File: src/rtl/dpu_pkg.sv
// rtl/dpu_pkg.sv - shared writeback FSM states and word-packing constants
package dpu_pkg;

    localparam int WORD_W         = 32;
    localparam int BYTES_PER_WORD = 4;

    typedef enum logic [1:0] {
        ST_IDLE   = 2'd0,
        ST_ACTIVE = 2'd1,
        ST_FINISH = 2'd2
    } wb_state_e;

endpackage

File: src/rtl/vec_fifo.sv
// rtl/vec_fifo.sv - vector FIFO; a push while full is taken only alongside a pop
module vec_fifo #(
    parameter int WIDTH = 256,
    parameter int DEPTH = 4,
    localparam int AW   = $clog2(DEPTH)
) (
    input  logic             clk,
    input  logic             rst_n,
    input  logic             flush,
    input  logic             push,
    input  logic [WIDTH-1:0] din,
    input  logic             pop,
    output logic [WIDTH-1:0] dout,
    output logic             full,
    output logic             empty,
    output logic [AW:0]      count
);

    localparam logic [AW:0] FULL_CNT = (AW+1)'(DEPTH);

    logic [WIDTH-1:0] mem_q [DEPTH];
    logic [AW-1:0]    wr_ptr_q, rd_ptr_q;
    logic [AW:0]      count_q;
    logic             push_ok, pop_ok;

    assign full    = (count_q == FULL_CNT);
    assign empty   = (count_q == '0);
    assign count   = count_q;
    assign push_ok = push && (!full || pop);
    assign pop_ok  = pop && !empty;
    assign dout    = mem_q[rd_ptr_q];

    // Storage carries no reset; validity is tracked by the pointers and count.
    always_ff @(posedge clk) begin
        if (push_ok && !flush) begin
            mem_q[wr_ptr_q] <= din;
        end
    end

    always_ff @(posedge clk or negedge rst_n) begin
        if (!rst_n) begin
            wr_ptr_q <= '0;
            rd_ptr_q <= '0;
            count_q  <= '0;
        end else if (flush) begin
            wr_ptr_q <= '0;
            rd_ptr_q <= '0;
            count_q  <= '0;
        end else begin
            if (push_ok) wr_ptr_q <= wr_ptr_q + AW'(1);
            if (pop_ok)  rd_ptr_q <= rd_ptr_q + AW'(1);
            count_q <= count_q + (AW+1)'(push_ok) - (AW+1)'(pop_ok);
        end
    end

endmodule

File: src/rtl/ofm_writeback.sv
// rtl/ofm_writeback.sv - output feature-map writeback: buffers int8 vectors and streams them as 32-bit words
// Optional running checksum of written words when OFM_CHECKSUM_EN is defined.
module ofm_writeback
    import dpu_pkg::*;
#(
    parameter int LANES  = 32,
    parameter int DEPTH  = 4,
    parameter int ADDR_W = 20
) (
    input  logic                clk,
    input  logic                rst_n,
    input  logic                start,
    input  logic [ADDR_W-1:0]   base_addr,
    input  logic [15:0]         num_vectors,
    input  logic                in_valid,
    input  logic [LANES*8-1:0]  in_data,
    output logic                mem_req,
    output logic [ADDR_W-1:0]   mem_addr,
    output logic [31:0]         mem_wdata,
    input  logic                mem_ready,
    output logic                busy,
    output logic                finished,
    output logic                overflow,
    output logic [31:0]         checksum
);

    localparam int WPV = LANES / BYTES_PER_WORD;
    localparam int WIW = (WPV > 1) ? $clog2(WPV) : 1;
    localparam int CW  = $clog2(DEPTH) + 1;

    wb_state_e         state_q, state_d;
    logic [ADDR_W-1:0] base_q, base_d;
    logic [15:0]       num_q, num_d;
    logic [15:0]       vec_cnt_q, vec_cnt_d;
    logic [ADDR_W-1:0] word_cnt_q, word_cnt_d;
    logic [WIW-1:0]    word_idx_q, word_idx_d;
    logic              overflow_q, overflow_d;

    logic                fifo_push, fifo_pop, fifo_full, fifo_empty, fifo_flush;
    logic [LANES*8-1:0]  fifo_dout;
    logic [CW-1:0]       fifo_count;
    logic                accept_in, drop, head_valid, last_word, mem_fire, job_start;
    logic [WORD_W-1:0]   head_word;

    vec_fifo #(
        .WIDTH (LANES*8),
        .DEPTH (DEPTH)
    ) u_fifo (
        .clk   (clk),
        .rst_n (rst_n),
        .flush (fifo_flush),
        .push  (fifo_push),
        .din   (in_data),
        .pop   (fifo_pop),
        .dout  (fifo_dout),
        .full  (fifo_full),
        .empty (fifo_empty),
        .count (fifo_count)
    );

    assign job_start  = (state_q == ST_IDLE) && start;
    assign accept_in  = in_valid && (state_q == ST_ACTIVE);
    assign head_valid = (fifo_count != '0);
    assign last_word  = (word_idx_q == WIW'(WPV-1));
    assign head_word  = fifo_dout[WORD_W*word_idx_q +: WORD_W];

    assign mem_req   = (state_q == ST_ACTIVE) && (vec_cnt_q != num_q) && head_valid;
    assign mem_fire  = mem_req && mem_ready;
    assign mem_addr  = mem_req ? (base_q + word_cnt_q) : '0;
    assign mem_wdata = mem_req ? head_word : '0;

    assign fifo_pop   = mem_fire && last_word && !fifo_empty;
    assign fifo_push  = accept_in && (!fifo_full || fifo_pop);
    assign drop       = accept_in && fifo_full && !fifo_pop;
    // Anything still queued past the requested vector count is thrown away here.
    assign fifo_flush = (state_q == ST_FINISH);

    assign busy     = (state_q != ST_IDLE);
    assign finished = (state_q == ST_FINISH);
    assign overflow = overflow_q;

    always_comb begin
        state_d    = state_q;
        base_d     = base_q;
        num_d      = num_q;
        vec_cnt_d  = vec_cnt_q;
        word_cnt_d = word_cnt_q;
        word_idx_d = word_idx_q;
        overflow_d = overflow_q;
        case (state_q)
            ST_IDLE: begin
                if (start) begin
                    state_d    = ST_ACTIVE;
                    base_d     = base_addr;
                    num_d      = num_vectors;
                    vec_cnt_d  = '0;
                    word_cnt_d = '0;
                    word_idx_d = '0;
                    overflow_d = 1'b0;
                end
            end
            ST_ACTIVE: begin
                if (drop) overflow_d = 1'b1;
                if (mem_fire) begin
                    word_cnt_d = word_cnt_q + ADDR_W'(1);
                    if (last_word) begin
                        word_idx_d = '0;
                        vec_cnt_d  = vec_cnt_q + 16'd1;
                    end else begin
                        word_idx_d = word_idx_q + WIW'(1);
                    end
                end
                // Compare against the post-handshake count so finished follows the last write directly.
                if (vec_cnt_d == num_q) state_d = ST_FINISH;
            end
            ST_FINISH: state_d = ST_IDLE;
            default:   state_d = ST_IDLE;
        endcase
    end

    always_ff @(posedge clk or negedge rst_n) begin
        if (!rst_n) begin
            state_q    <= ST_IDLE;
            base_q     <= '0;
            num_q      <= '0;
            vec_cnt_q  <= '0;
            word_cnt_q <= '0;
            word_idx_q <= '0;
            overflow_q <= 1'b0;
        end else begin
            state_q    <= state_d;
            base_q     <= base_d;
            num_q      <= num_d;
            vec_cnt_q  <= vec_cnt_d;
            word_cnt_q <= word_cnt_d;
            word_idx_q <= word_idx_d;
            overflow_q <= overflow_d;
        end
    end

`ifdef OFM_CHECKSUM_EN
    logic [31:0] csum_q;

    always_ff @(posedge clk or negedge rst_n) begin
        if (!rst_n) begin
            csum_q <= '0;
        end else if (job_start) begin
            csum_q <= '0;
        end else if (mem_fire) begin
            csum_q <= csum_q + mem_wdata;
        end
    end

    assign checksum = csum_q;
`else
    logic unused_job_start;
    assign unused_job_start = job_start;
    assign checksum         = '0;
`endif

endmodule
File: config.mk
export PLATFORM = sky130hd
export DESIGN_NAME = ofm_writeback
export DESIGN_NICKNAME = d
export VERILOG_FILES = /design/src/rtl/dpu_pkg.sv /design/src/rtl/vec_fifo.sv /design/src/rtl/ofm_writeback.sv
export SDC_FILE = /design/constraint.sdc
export NUM_CORES = 1
export LEC_CHECK = 0
export BUFFER_PORTS_ARGS = -buffer_cell sky130_fd_sc_hd__buf_2
export CAP_MARGIN = 0
export CELL_PAD_IN_SITES_DETAIL_PLACEMENT = 1
export CELL_PAD_IN_SITES_GLOBAL_PLACEMENT = 1
export CORE_MARGIN = 1
export CORE_UTILIZATION = 25
export CTS_CLUSTER_DIAMETER = 100
export DETAILED_ROUTE_END_ITERATION = 6
export PLACE_DENSITY = 0.49
export SYNTH_ARGS = -nofsm -noshare
export SYNTH_HDL_FRONTEND = slang
export SYNTH_SLANG_ARGS = --single-unit
export TNS_END_PERCENT = 1
File: constraint.sdc
create_clock -name clk -period 25.7 [get_ports clk]
set_input_delay 5.14 -clock clk [delete_from_list [all_inputs] [get_ports clk]]
set_output_delay 5.14 -clock clk [all_outputs]
set_load 0.05 [all_outputs]
After elaboration in Yosys (flattened, before gate mapping)
Memories as Yosys holds them, arrays and structs flattened.
Index checks and enable logic that the tools add are counted.
Widths: inputs -> output; s select.
{ "word_totals": {"ff_bits": 85, "in_bits": 297, "n_memories": 1, "ram_bits": 1024, "word_cells": 86} }
{ "memory_table": {"columns": ["name", "depth", "width", "rd", "rd_ports_with_merged_regs", "write_ports", "line_no", "text"], "rows": [
  ["u_fifo.mem_q", 4, 256, 1, 0, 1, "vec_fifo.sv:21", "logic [WIDTH-1:0] mem_q [DEPTH];"]
]} }
{ "op_classes": {"addsub": 8, "n_reduce_logical": 29, "n_mux": 27, "n_eq_ne": 10, "shifts": 1} }
{ "op_table": {"columns": ["operator", "n"], "rows": [
  ["$shiftx 256x9->32", 1],
  ["$mux 16", 4],
  ["$mux 20", 3],
  ["$pmux 20 s2", 1],
  ["$mux 32", 1],
  ["$pmux 16 s2", 1],
  ["$add 20x1->20 const B", 1],
  ["$add 20x20->20", 1],
  ["$add 16x1->16 const B", 1],
  ["$eq 16x16->1", 1],
  ["$ne 16x16->1", 1],
  ["$logic_and 1x1->1", 12],
  ["$mux 2", 6],
  ["$mux 3", 4],
  ["$reduce_bool 2->1", 4],
  ["$eq 3x3->1 const B", 2],
  ["$ne 2x2->1 const B", 3],
  ["$pmux 3 s2", 1],
  ["$reduce_and 2->1", 3],
  ["$reduce_and 3->1", 2],
  ["$add 2x1->2 const B", 2],
  ["$logic_not 1->1", 4],
  ["$mux 1", 4],
  ["$pmux 2 s2", 1],
  ["11 further kinds", 11]
]} }

Logic depth before layout (Yosys ltp)
Gate-level depths: netlist of run 1.
{ "logic_depth": {"word_depth": 12, "mapped_depth": 15, "mapped_depth_nobuf": 13} }

Cells and area by module
A second synthesis of run 1 with hierarchy kept.
{ "hier_totals": {"hier_cells": 2159, "area_unflattened_um2": 44627.8} }
{ "by_module_without_submodules": {"columns": ["module", "area_each_um2", "seq_area_each_um2", "instances", "cells_per_inst"], "rows": [
  ["vec_fifo", 37458.4, 30924.7, 1, 1386],
  ["ofm_writeback", 7169.4, 1951.9, 1, 773]
]} }

Worst setup path after synthesis of run 1
Ideal clock, no wire load.
{ "synth_path": {"kind": "input-to-reg", "startpoint": "in mem_ready", "endpoint": "mem u_fifo.mem_q[0][0], enable pin", "cell_stages": 5, "setup_ns": 0.649, "setup_slack_ns": 13.214, "t_arrival_ns": 11.837, "path_cell_list": "and3_1 > o211ai_2 > buf_2 > a31oi_2 > and2_1"} }
{ "synth_between": {"elab_chain_cells": 9} }
{ "synth_lines": {"columns": ["element", "line_no", "text"], "rows": [
  ["from (decl)", "ofm_writeback.sv:20", "input logic mem_ready,"],
  ["$logic_and 1x1->1 (*)", "ofm_writeback.sv:68", "assign mem_fire = mem_req && mem_ready;"],
  ["$logic_and 1x1->1 (*) (2 in series)", "ofm_writeback.sv:72", "assign fifo_pop = mem_fire && last_word && !fifo_empty;"],
  ["$logic_or 1x1->1 (*)", "vec_fifo.sv:29, ofm_writeback.sv:73", null],
  ["$logic_and 1x1->1", "ofm_writeback.sv:73", "assign fifo_push = accept_in && (!fifo_full || fifo_pop);"],
  ["$logic_and 1x1->1 (*)", "vec_fifo.sv:29", "assign push_ok = push && (!full || pop);"],
  ["$logic_and 1x1->1 (*)", "vec_fifo.sv:35", "if (push_ok && !flush) begin"],
  ["$mux 1 (*)", "vec_fifo.sv:35", null],
  ["$mux 1 (implied by the code) (*)", "vec_fifo.sv:36", "mem_q[wr_ptr_q] <= din;"],
  ["to (decl)", "vec_fifo.sv:21", null]
]} }
Every way passes the cells marked *; elsewhere a longest branch is shown, timed or not.

Worst setup path in the final report of run 1
{ "layout_path": {"startpoint": "reg u_fifo.rd_ptr_q[1]", "endpoint": "out mem_wdata[9]"} }
{ "layout_between": {"elab_chain_cells": 3} }
{ "layout_lines": {"columns": ["element", "line_no", "text"], "rows": [
  ["from (decl)", "vec_fifo.sv:22", "logic [AW-1:0] wr_ptr_q, rd_ptr_q;"],
  ["from (signal assigned)", "vec_fifo.sv:51", "if (pop_ok) rd_ptr_q <= rd_ptr_q + AW'(1);"],
  ["$mem_v2 4x256", null, null],
  ["$shiftx 256x9->32", "ofm_writeback.sv:65", "assign head_word = fifo_dout[WORD_W*word_idx_q +: WORD_W];"],
  ["$mux 32", "ofm_writeback.sv:70", "assign mem_wdata = mem_req ? head_word : '0;"],
  ["to (decl)", "ofm_writeback.sv:19", "output logic [31:0] mem_wdata,"]
]} }
No other way between the ends.

==> qor.json, run 1 <==
{
  "hold_ws_ps": 498,
  "netlist_top_cells_area": "sky130_fd_sc_hd__edfxtp_1 69%, sky130_fd_sc_hd__mux4_2 16%, sky130_fd_sc_hd__dfrtp_1 4.8%",
  "maxcap_viol_count": 0,
  "final-setup-viol-count": 0,
  "critPathKind": "reg -> out",
  "total_of_flip_flops_plus_latches_after_synthesis": 1109,
  "vdd.ir_drop.worst_mv": 0.112,
  "finalCritPeriodShare_pct": 39.2,
  "seq_power_share_pct": 41.1,
  "gp_routability_congestion": 0.743,
  "clk_root_buffer_cell": "sky130_fd_sc_hd__clkbuf_16",
  "grt_first_pass_wirelength_mm": 170,
  "timing.final.max_slew_violations": 0,
  "residual_drc_count": 0,
  "postSynth.asyncResetShare_pct": 7.66,
  "critical_path_required_ps": 20560,
  "clk_transition_reported_paths_ps": 50,
  "synth_top_cell_area_share_pct": 69.4,
  "tightestPinTransition_ps": 1080,
  "totalPowerFinal_mw": 6.22,
  "proportion_of_power_drawn_by_combinational_gates_pct": 31.0,
  "synth.yosys.warnings": 0,
  "final_core_util_pct": 30.0,
  "number_of_flops_mapped_to_enable_cells_by_yosys": 1024,
  "grt_setup_unrepaired": "no",
  "drt-total-wl_mm": 117,
  "gr_ovfl_total": 0,
  "grt_usage_pct": 13.1,
  "cts_tree": "done",
  "p_int_mw": 4.07,
  "detail_route.vias_per_cell": 4.35,
  "source_to_sink_clock_delay_at_the_later_pin_of_the_worst_skew_pair_ps": 780,
  "worst_clock_skew_ps": 57.5,
  "run_status": "finished, final reports clean",
  "post_synth.cell_area_avg_um2": 20.6,
  "cts_hold_buf": 0,
  "fin_tns_setup_ps": 0,
  "post-place-ws_ps": 15470,
  "clkPwrFrac_pct": 27.9,
  "worst_slack_ps": 15620,
  "p_per_area_nw_per_um2": 118,
  "timing.critical_path.fanout_max": 68,
  "route.vias.total": 21800,
  "synth.cell_area_um2": 44300,
  "hold_class": "reg -> reg",
  "die_w_um": 423,
  "yosys.cell_types.count": 67,
  "cts_buffer_depth": 3,
  "fp.dieArea_um2": 179000,
  "placed_instances": 4765,
  "final-hold-violation-count": 0,
  "timing.critical_path.to_type": "output pin",
  "post-cts-setup-buffer-count": 0,
  "port_buffers": 352,
  "fillers": 18100,
  "final_cell_count_no_fill": 5009,
  "placed_area_um2": 48800,
  "synthesis.instances": 2147,
  "grt_start_max_net_pins": 133,
  "core-area_um2": 176000,
  "num_rows": 154,
  "wire_per_inst_um": 23.4,
  "max_clock_freq_ghz": 0.0992,
  "max-slew-margin-rel_pct": 27.8,
  "cts.sink_count": 1109,
  "fin_nets": 2887,
  "min_period_ps": 10080,
  "floorplan.initialDensity_pct": 25.2,
  "grt_pass1_vias": 24100,
  "drive_above_1_share_pct": 33.6,
  "first_pass_iters": 5,
  "power.switching_mw": 2.15,
  "grt_antenna_before_repair": 94,
  "die-height_um": 423,
  "syn2layout_area_growth_pct": 19.1,
  "final_non_filler_cell_area_um2": 52800,
  "cts_inserted_buffers": 132,
  "most_used_flip_flop_cell_after_synthesis": "sky130_fd_sc_hd__edfxtp_1",
  "netlist.top_cell.by_area": "sky130_fd_sc_hd__edfxtp_1",
  "crit_arrival_ps": 4940,
  "postCtsResizedCells": 0,
  "switching_power_share_of_the_total_pct": 34.6,
  "drt-initial-drc-count": 1119,
  "seq_area_frac_synth_pct": 74.2,
  "io_pins": 385,
  "p_leak_nw": 17.5,
  "hpwlAfterDp_mm": 73.8,
  "worst_setup_path_start_kind": "flip-flop",
  "clock_tree.htree_level_count": 4,
  "ant_nets": 0
}
kinds of logic (layout without fill, tap and decap cells):
kind of cell    after synthesis  after routing  synth area share [%]
xor+xnor                     60             60                  1.20
mux                         362            362                  17.2
fa+ha+maj                    31             31                 0.909
other cells                   1             47               0.00846
buf+inv                     149            625                  1.64
simple gates                347            347                  3.48
flops                      1109           1109                  74.2
compound gates               88             88                  1.37
worst max-delay path, cell delays in order, from the launching register on:
cell	delay, ps
sky130_fd_sc_hd__dfrtp_4	800
sky130_fd_sc_hd__buf_4	770
sky130_fd_sc_hd__buf_4	950
sky130_fd_sc_hd__mux4_2	430
sky130_fd_sc_hd__mux4_2	560
sky130_fd_sc_hd__mux2i_1	190
sky130_fd_sc_hd__nor2_1	60
sky130_fd_sc_hd__buf_2	240
routing by layer:
| metal | share of wire (%) | vias up | global-route usage [%] |
|---|---|---|---|
| met1 | 37 | 11300 | 14.0 |
| met5 | 0.35 | - | 0 |
| li1 | - | 9567 | - |
| met3 | 5.6 | 317 | 4.01 |
| met4 | 3.1 | 64 | 4.19 |
| met2 | 54 | 526 | 24.4 |
power by group through the flow:
stage	sequential [mW]	combinational, mW	clock [mW]
after floorplan	2.61	1.39	0
after global placement	2.58	2.01	0
after detailed placement	2.60	2.02	0
after CTS	2.57	2.03	1.80
after global routing	2.60	2.09	1.86
final	2.56	1.93	1.73
worst paths after layout:
kind	from	end	slack (ps)	cells past startpoint
worst max-delay path	u_fifo.rd_ptr_q[1]	mem_wdata[9]	15620	7
worst min-delay path	base_q[16]	base_q[16]	500	2
worst max register to register	word_idx_q[1]	u_fifo.mem_q[0][109]	19620	8
worst min register to register	base_q[16]	base_q[16]	500	2
max in group asynchronous	rst_n	word_idx_q[0]	20190	2
min in group asynchronous	rst_n	u_fifo.rd_ptr_q[1]	4280	1
placed cells by master (no fill, tap or decap), types with 9 or more instances in the layout:
cell type / Yosys / final
sky130_fd_sc_hd__edfxtp_1: 1024 / 1024
sky130_fd_sc_hd__buf_2: 30 / 351
sky130_fd_sc_hd__mux4_2: 320 / 320
sky130_fd_sc_hd__nand2_1: 158 / 158
sky130_fd_sc_hd__clkbuf_16: 0 / 133
sky130_fd_sc_hd__nor2_1: 93 / 92
sky130_fd_sc_hd__dfrtp_1: 85 / 80
sky130_fd_sc_hd__mux2i_1: 42 / 42
sky130_fd_sc_hd__xor2_1: 35 / 35
sky130_fd_sc_hd__clkbuf_1: 59 / 33
sky130_fd_sc_hd__conb_1: 1 / 32
sky130_fd_sc_hd__nand3_1: 31 / 31
sky130_fd_sc_hd__clkinv_1: 0 / 31
sky130_fd_sc_hd__ha_1: 29 / 29
sky130_fd_sc_hd__buf_4: 34 / 29
sky130_fd_sc_hd__xnor2_1: 24 / 24
sky130_fd_sc_hd__o21ai_0: 23 / 23
sky130_fd_sc_hd__a21oi_1: 22 / 22
sky130_fd_sc_hd__diode_2: 0 / 15
sky130_fd_sc_hd__inv_1: 13 / 13
sky130_fd_sc_hd__nand4_1: 11 / 11
sky130_fd_sc_hd__and3_1: 9 / 9
sky130_fd_sc_hd__clkinv_2: 0 / 9
state kept, by name, summed over array words and instances, names as in the netlist:
name / cells
u_fifo.mem_q: 1024
base_q: 20
word_cnt_q: 20
num_q: 16
vec_cnt_q: 16
u_fifo.count: 3
word_idx_q: 3
state_q: 2
u_fifo.rd_ptr_q: 2
u_fifo.wr_ptr_q: 2
overflow: 1
cell usage after synthesis (5+ instances only):
master and number:
sky130_fd_sc_hd__mux2i_1 42, sky130_fd_sc_hd__xnor2_1 24, sky130_fd_sc_hd__mux4_2 320, sky130_fd_sc_hd__nand4_1 11, sky130_fd_sc_hd__nor2_1 93, sky130_fd_sc_hd__and2_1 9, sky130_fd_sc_hd__edfxtp_1 1024, sky130_fd_sc_hd__ha_1 29
sky130_fd_sc_hd__and4_1 5, sky130_fd_sc_hd__buf_1 12, sky130_fd_sc_hd__nor3_1 6, sky130_fd_sc_hd__o21ai_0 23, sky130_fd_sc_hd__inv_1 13, sky130_fd_sc_hd__xor2_1 35, sky130_fd_sc_hd__a21o_1 5, sky130_fd_sc_hd__nand3_1 31
sky130_fd_sc_hd__buf_4 34, sky130_fd_sc_hd__clkbuf_1 59, sky130_fd_sc_hd__dfrtp_1 85, sky130_fd_sc_hd__nand2_1 158, sky130_fd_sc_hd__and3_1 9, sky130_fd_sc_hd__a21oi_1 22, sky130_fd_sc_hd__buf_2 30
layout make-up:
cell class	count	area [um^2]	share of cell area (%)
flip-flops and latches	1109	32900	62.3
inverters	13	48.8	0.0924
repair buffers	383	2030	3.85
clock inverters	62	537	1.02
diodes	15	37.5	0.0711
clock buffers	167	3470	6.56
multi-input cells	920	10800	20.5
well taps	2340	2930	5.55
(Power assumes the default switching activity.)
==> inputs of run 2 (changes only) <==
--- a/config.mk
+++ b/config.mk
@@ -13,7 +13,7 @@
 export CORE_UTILIZATION = 25
 export CTS_CLUSTER_DIAMETER = 100
 export DETAILED_ROUTE_END_ITERATION = 6
-export PLACE_DENSITY = 0.49
+export PLACE_DENSITY = 0.51
 export SYNTH_ARGS = -nofsm -noshare
 export SYNTH_HDL_FRONTEND = slang
 export SYNTH_SLANG_ARGS = --single-unit
==> constraint.sdc (replaced) <==
create_clock -name clk -period 9 [get_ports clk]
set_input_delay 1.8 -clock clk [delete_from_list [all_inputs] [get_ports clk]]
set_output_delay 1.8 -clock clk [all_outputs]
set_load 0.05 [all_outputs]
==> run 2 against run 1 <==
  * Sequential cell count stayed put
  * First-iteration DRC count increased by 1.1%
  * Combinational power rose to 2.8 times the previous value
  * Register-to-register slack lost 15000 ps
  * Worst setup slack worse by 13000 ps
  * Critical endpoint is now mem_wdata[28]
  * Clock power grew to 3.0 times the previous value
  * Global-route usage is 0.13 points lower
  * Core utilization increased by 0.17 points
  * Non-clock buffer count fell by 7
==> qor.json, run 2 (synthesis gave the netlist of run 1 again) <==
{
  "run_status": "finished, final reports clean",
  "critical_path_required": {"value": 7200, "unit": "ps", "change": "-13360 ps"},
  "totalPowerFinal": {"value": 18.1, "unit": "mW", "change": "+190%"},
  "timing.critical_path.fanout_max": {"value": 73, "change": "+7.4%"},
  "placed_area": {"value": 48800, "unit": "um^2", "change": "about the same"},
  "cts_tree": "done",
  "grt_start_max_net_pins": {"value": 116, "change": "-13%"},
  "fillers": {"value": 18000, "change": "-0.26%"},
  "p_per_area": {"value": 341, "unit": "nW/um^2", "change": "+190%"},
  "post-cts-setup-buffer-count": {"value": 0, "change": "unchanged"},
  "die-height": {"value": 423, "unit": "um", "change": "unchanged"},
  "switching_power_share_of_the_total": {"value": 34.0, "unit": "%", "change": "-0.56 points"},
  "grt_use_met2": {"value": 23.3, "unit": "%", "change": "-1.1 points"},
  "num_rows": {"value": 154, "change": "unchanged"},
  "grt_usage": {"value": 13.0, "unit": "%", "change": "-0.13 points"},
  "residual_drc_count": {"value": 0, "change": "unchanged"},
  "worstSetupStartpoint": "u_fifo.rd_ptr_q[0]",
  "drt-initial-drc-count": {"value": 1131, "change": "+1.1%"},
  "maxcap_viol_count": {"value": 0, "change": "unchanged"},
  "final_cell_mix": "1024 x sky130_fd_sc_hd__edfxtp_1, 351 x sky130_fd_sc_hd__buf_2, 320 x sky130_fd_sc_hd__mux4_2",
  "register_name_with_the_most_flops": "u_fifo.mem_q",
  "source_to_sink_clock_delay_at_the_later_pin_of_the_worst_skew_pair": {"value": 770, "unit": "ps", "change": "about the same"},
  "p_int": {"value": 11.9, "unit": "mW", "change": "+190%"},
  "hpwlAfterDp": {"value": 72.6, "unit": "mm", "change": "-1.5%"},
  "timing.final.max_slew_violations": {"value": 0, "change": "unchanged"},
  "global_route.peak_usage_layer": "met2",
  "largestRegisters": "u_fifo.mem_q (1024), base_q (20), word_cnt_q (20)",
  "cts_inserted_buffers": {"value": 134, "change": "+1.5%"},
  "syn2layout_area_growth_pct": 19.8,
  "worst_hold_startpoint": "base_q[8]",
  "cts_hold_buf": {"value": 0, "change": "unchanged"},
  "gr_ovfl_total": {"value": 0, "change": "unchanged"},
  "cts_buffer_depth": {"value": 3, "change": "unchanged"},
  "max_clock_freq_ghz": 0.165,
  "p_leak": {"value": 17.7, "unit": "nW", "change": "+0.97%"},
  "timing.critical_path.to_type": "output pin",
  "grt_pass1_vias": {"value": 24200, "change": "+0.35%"},
  "wire_per_inst": {"value": 23.2, "unit": "um", "change": "-0.86%"},
  "port_buffers": {"value": 352, "change": "unchanged"},
  "final_non_filler_cell_area": {"value": 53100, "unit": "um^2", "change": "+0.58%"},
  "clk_root_buffer_cell": "sky130_fd_sc_hd__clkbuf_16",
  "final_core_util": {"value": 30.2, "unit": "%", "change": "+0.17 points"},
  "core-area": {"value": 176000, "unit": "um^2", "change": "unchanged"},
  "postCtsResizedCells": {"value": 0, "change": "unchanged"},
  "hold_class": "reg -> reg",
  "final_common_cell": "sky130_fd_sc_hd__edfxtp_1",
  "global_route.usage.met3": {"value": 3.44, "unit": "%", "change": "-0.57 points"},
  "floorplan.initialDensity": {"value": 25.2, "unit": "%", "change": "unchanged"},
  "fin_nets": {"value": 2882, "change": "-0.17%"},
  "cts.sink_count": {"value": 1109, "change": "unchanged"},
  "placed_instances": {"value": 4758, "change": "-0.15%"},
  "detail_route.vias_per_cell": {"value": 4.36, "change": "about the same"},
  "r2r-start": "word_idx_q[1]",
  "final-hold-violation-count": {"value": 0, "change": "unchanged"},
  "register_area": {"value": 32900, "unit": "um^2", "change": "unchanged"},
  "min_period_ps": 6060,
  "max-slew-margin-rel": {"value": 32.2, "unit": "%", "change": "+4.3 points"},
  "proportion_of_power_drawn_by_combinational_gates": {"value": 30.3, "unit": "%", "change": "-0.7 points"},
  "worst_setup_path_start_kind": "flip-flop",
  "crit_arrival": {"value": 4260, "unit": "ps", "change": "-680 ps"},
  "ant_nets": {"value": 0, "change": "unchanged"},
  "route.vias.total": {"value": 21800, "change": "+0.14%"},
  "die_w": {"value": 423, "unit": "um", "change": "unchanged"},
  "clkPwrFrac": {"value": 29.0, "unit": "%", "change": "+1.1 points"},
  "final_cell_count_no_fill": {"value": 5011, "change": "+0.040%"},
  "worst_clock_skew": {"value": 24.0, "unit": "ps", "change": "-33.5 ps"},
  "seq_power_share": {"value": 40.6, "unit": "%", "change": "-0.5 points"},
  "io_pins": {"value": 385, "change": "unchanged"},
  "grt_setup_unrepaired": "no",
  "first_pass_iters": {"value": 5, "change": "unchanged"},
  "final-setup-viol-count": {"value": 0, "change": "unchanged"},
  "drt-total-wl": {"value": 116, "unit": "mm", "change": "-0.82%"},
  "finalCritPeriodShare_pct": 67.3,
  "largest_reg_flops": {"value": 1024, "change": "unchanged"},
  "drive_above_1_share": {"value": 34.0, "unit": "%", "change": "+0.48 points"},
  "gr-usage-met1": {"value": 14.3, "unit": "%", "change": "+0.37 points"},
  "critPathKind": "reg -> out",
  "multiInputGateArea": {"value": 10800, "unit": "um^2", "change": "unchanged"},
  "clock_tree.htree_level_count": {"value": 4, "change": "unchanged"},
  "clk_transition_reported_paths": {"value": 50, "unit": "ps", "change": "about the same"},
  "gp_routability_congestion": {"value": 0.746, "change": "+0.40%"},
  "power.switching": {"value": 6.15, "unit": "mW", "change": "+190%"},
  "grt_first_pass_wirelength": {"value": 169, "unit": "mm", "change": "-0.77%"},
  "tightestPinTransition": {"value": 1020, "unit": "ps", "change": "-65.1 ps"},
  "grt_antenna_before_repair": {"value": 81, "change": "-14%"},
  "fp.dieArea": {"value": 179000, "unit": "um^2", "change": "unchanged"},
  "vdd.ir_drop.worst": {"value": 0.433, "unit": "mV", "change": "+290%"}
}
## run 2: cell count changes in the layout (fill, tap and decap cells not counted), moves of 2 or more
cell | before | now
sky130_fd_sc_hd__buf_4 | 29 | 14
sky130_fd_sc_hd__clkinv_2 | 9 | 22
sky130_fd_sc_hd__buf_12 | 3 | 11
sky130_fd_sc_hd__bufinv_16 | 3 | 11
sky130_fd_sc_hd__clkbuf_1 | 33 | 28
sky130_fd_sc_hd__clkinv_1 | 31 | 26
sky130_fd_sc_hd__clkinv_16 | 5 | 0
sky130_fd_sc_hd__clkinvlp_4 | 5 | 0
sky130_fd_sc_hd__clkbuf_16 | 133 | 137
sky130_fd_sc_hd__clkinv_4 | 1 | 3
sky130_fd_sc_hd__clkinv_8 | 1 | 3
sky130_fd_sc_hd__diode_2 | 15 | 13
## run 2: worst paths after layout
kind                            cells past startpoint  slack [ps]                   end
worst min register to register                      2         490             base_q[8]
max in group asynchronous                           2        6790    u_fifo.rd_ptr_q[0]
worst min-delay path                                2         490             base_q[8]
worst max-delay path                                6        2940         mem_wdata[28]
worst max register to register                      6        4430  u_fifo.mem_q[2][105]
min in group asynchronous                           1         930             num_q[12]
## run 2: area by class of cell
class | count | share of cell area (%)
sequential | 1109 | 61.9
multi-input combinational | 920 | 20.4
clock buffer | 167 | 6.71
tap | 2340 | 5.51
timing repair buffer | 376 | 3.92
clock inverter | 73 | 1.33
inverter | 13 | 0.0919
antenna | 13 | 0.0613
## run 2: worst max-delay path: stages (launching register included)
cell	delay, ps
sky130_fd_sc_hd__dfrtp_4	990
sky130_fd_sc_hd__buf_12	530
sky130_fd_sc_hd__mux4_2	590
sky130_fd_sc_hd__mux4_2	550
sky130_fd_sc_hd__mux2i_1	360
sky130_fd_sc_hd__nor2_1	90
sky130_fd_sc_hd__buf_2	260
## run 2: power by group through the flow
stage	Sequential (mW)	Combinational, mW	Clock (mW)
finish	7.35	5.49	5.25
global route	7.46	5.92	5.61
CTS	7.38	5.74	5.45
detailed placement	7.48	5.73	0
global placement	7.41	5.67	0
floorplan	7.40	3.96	0
## run 2: routing by layer
metal	vias to the layer above	part of all wire, %	wire length (um)
li1	9555	-	-
met1	11400	38	44000
met2	535	53	61200
met3	295	5.1	5890
met4	48	4.1	4720
met5	-	0.27	308
## run 2: metrics by stage
| step | setup WS [ps] | setup TNS, ps | hold WS, ps |
|---|---|---|---|
| after global routing | 2590 | 0 | 515 |
| final | 2940 | 0 | 492 |
| after detailed placement | 3520 | 0 | 474 |
| after global placement | 3540 | 0 | 470 |
| after CTS | 2660 | 0 | 492 |
| after floorplan | -146 | -112130 | 452 |
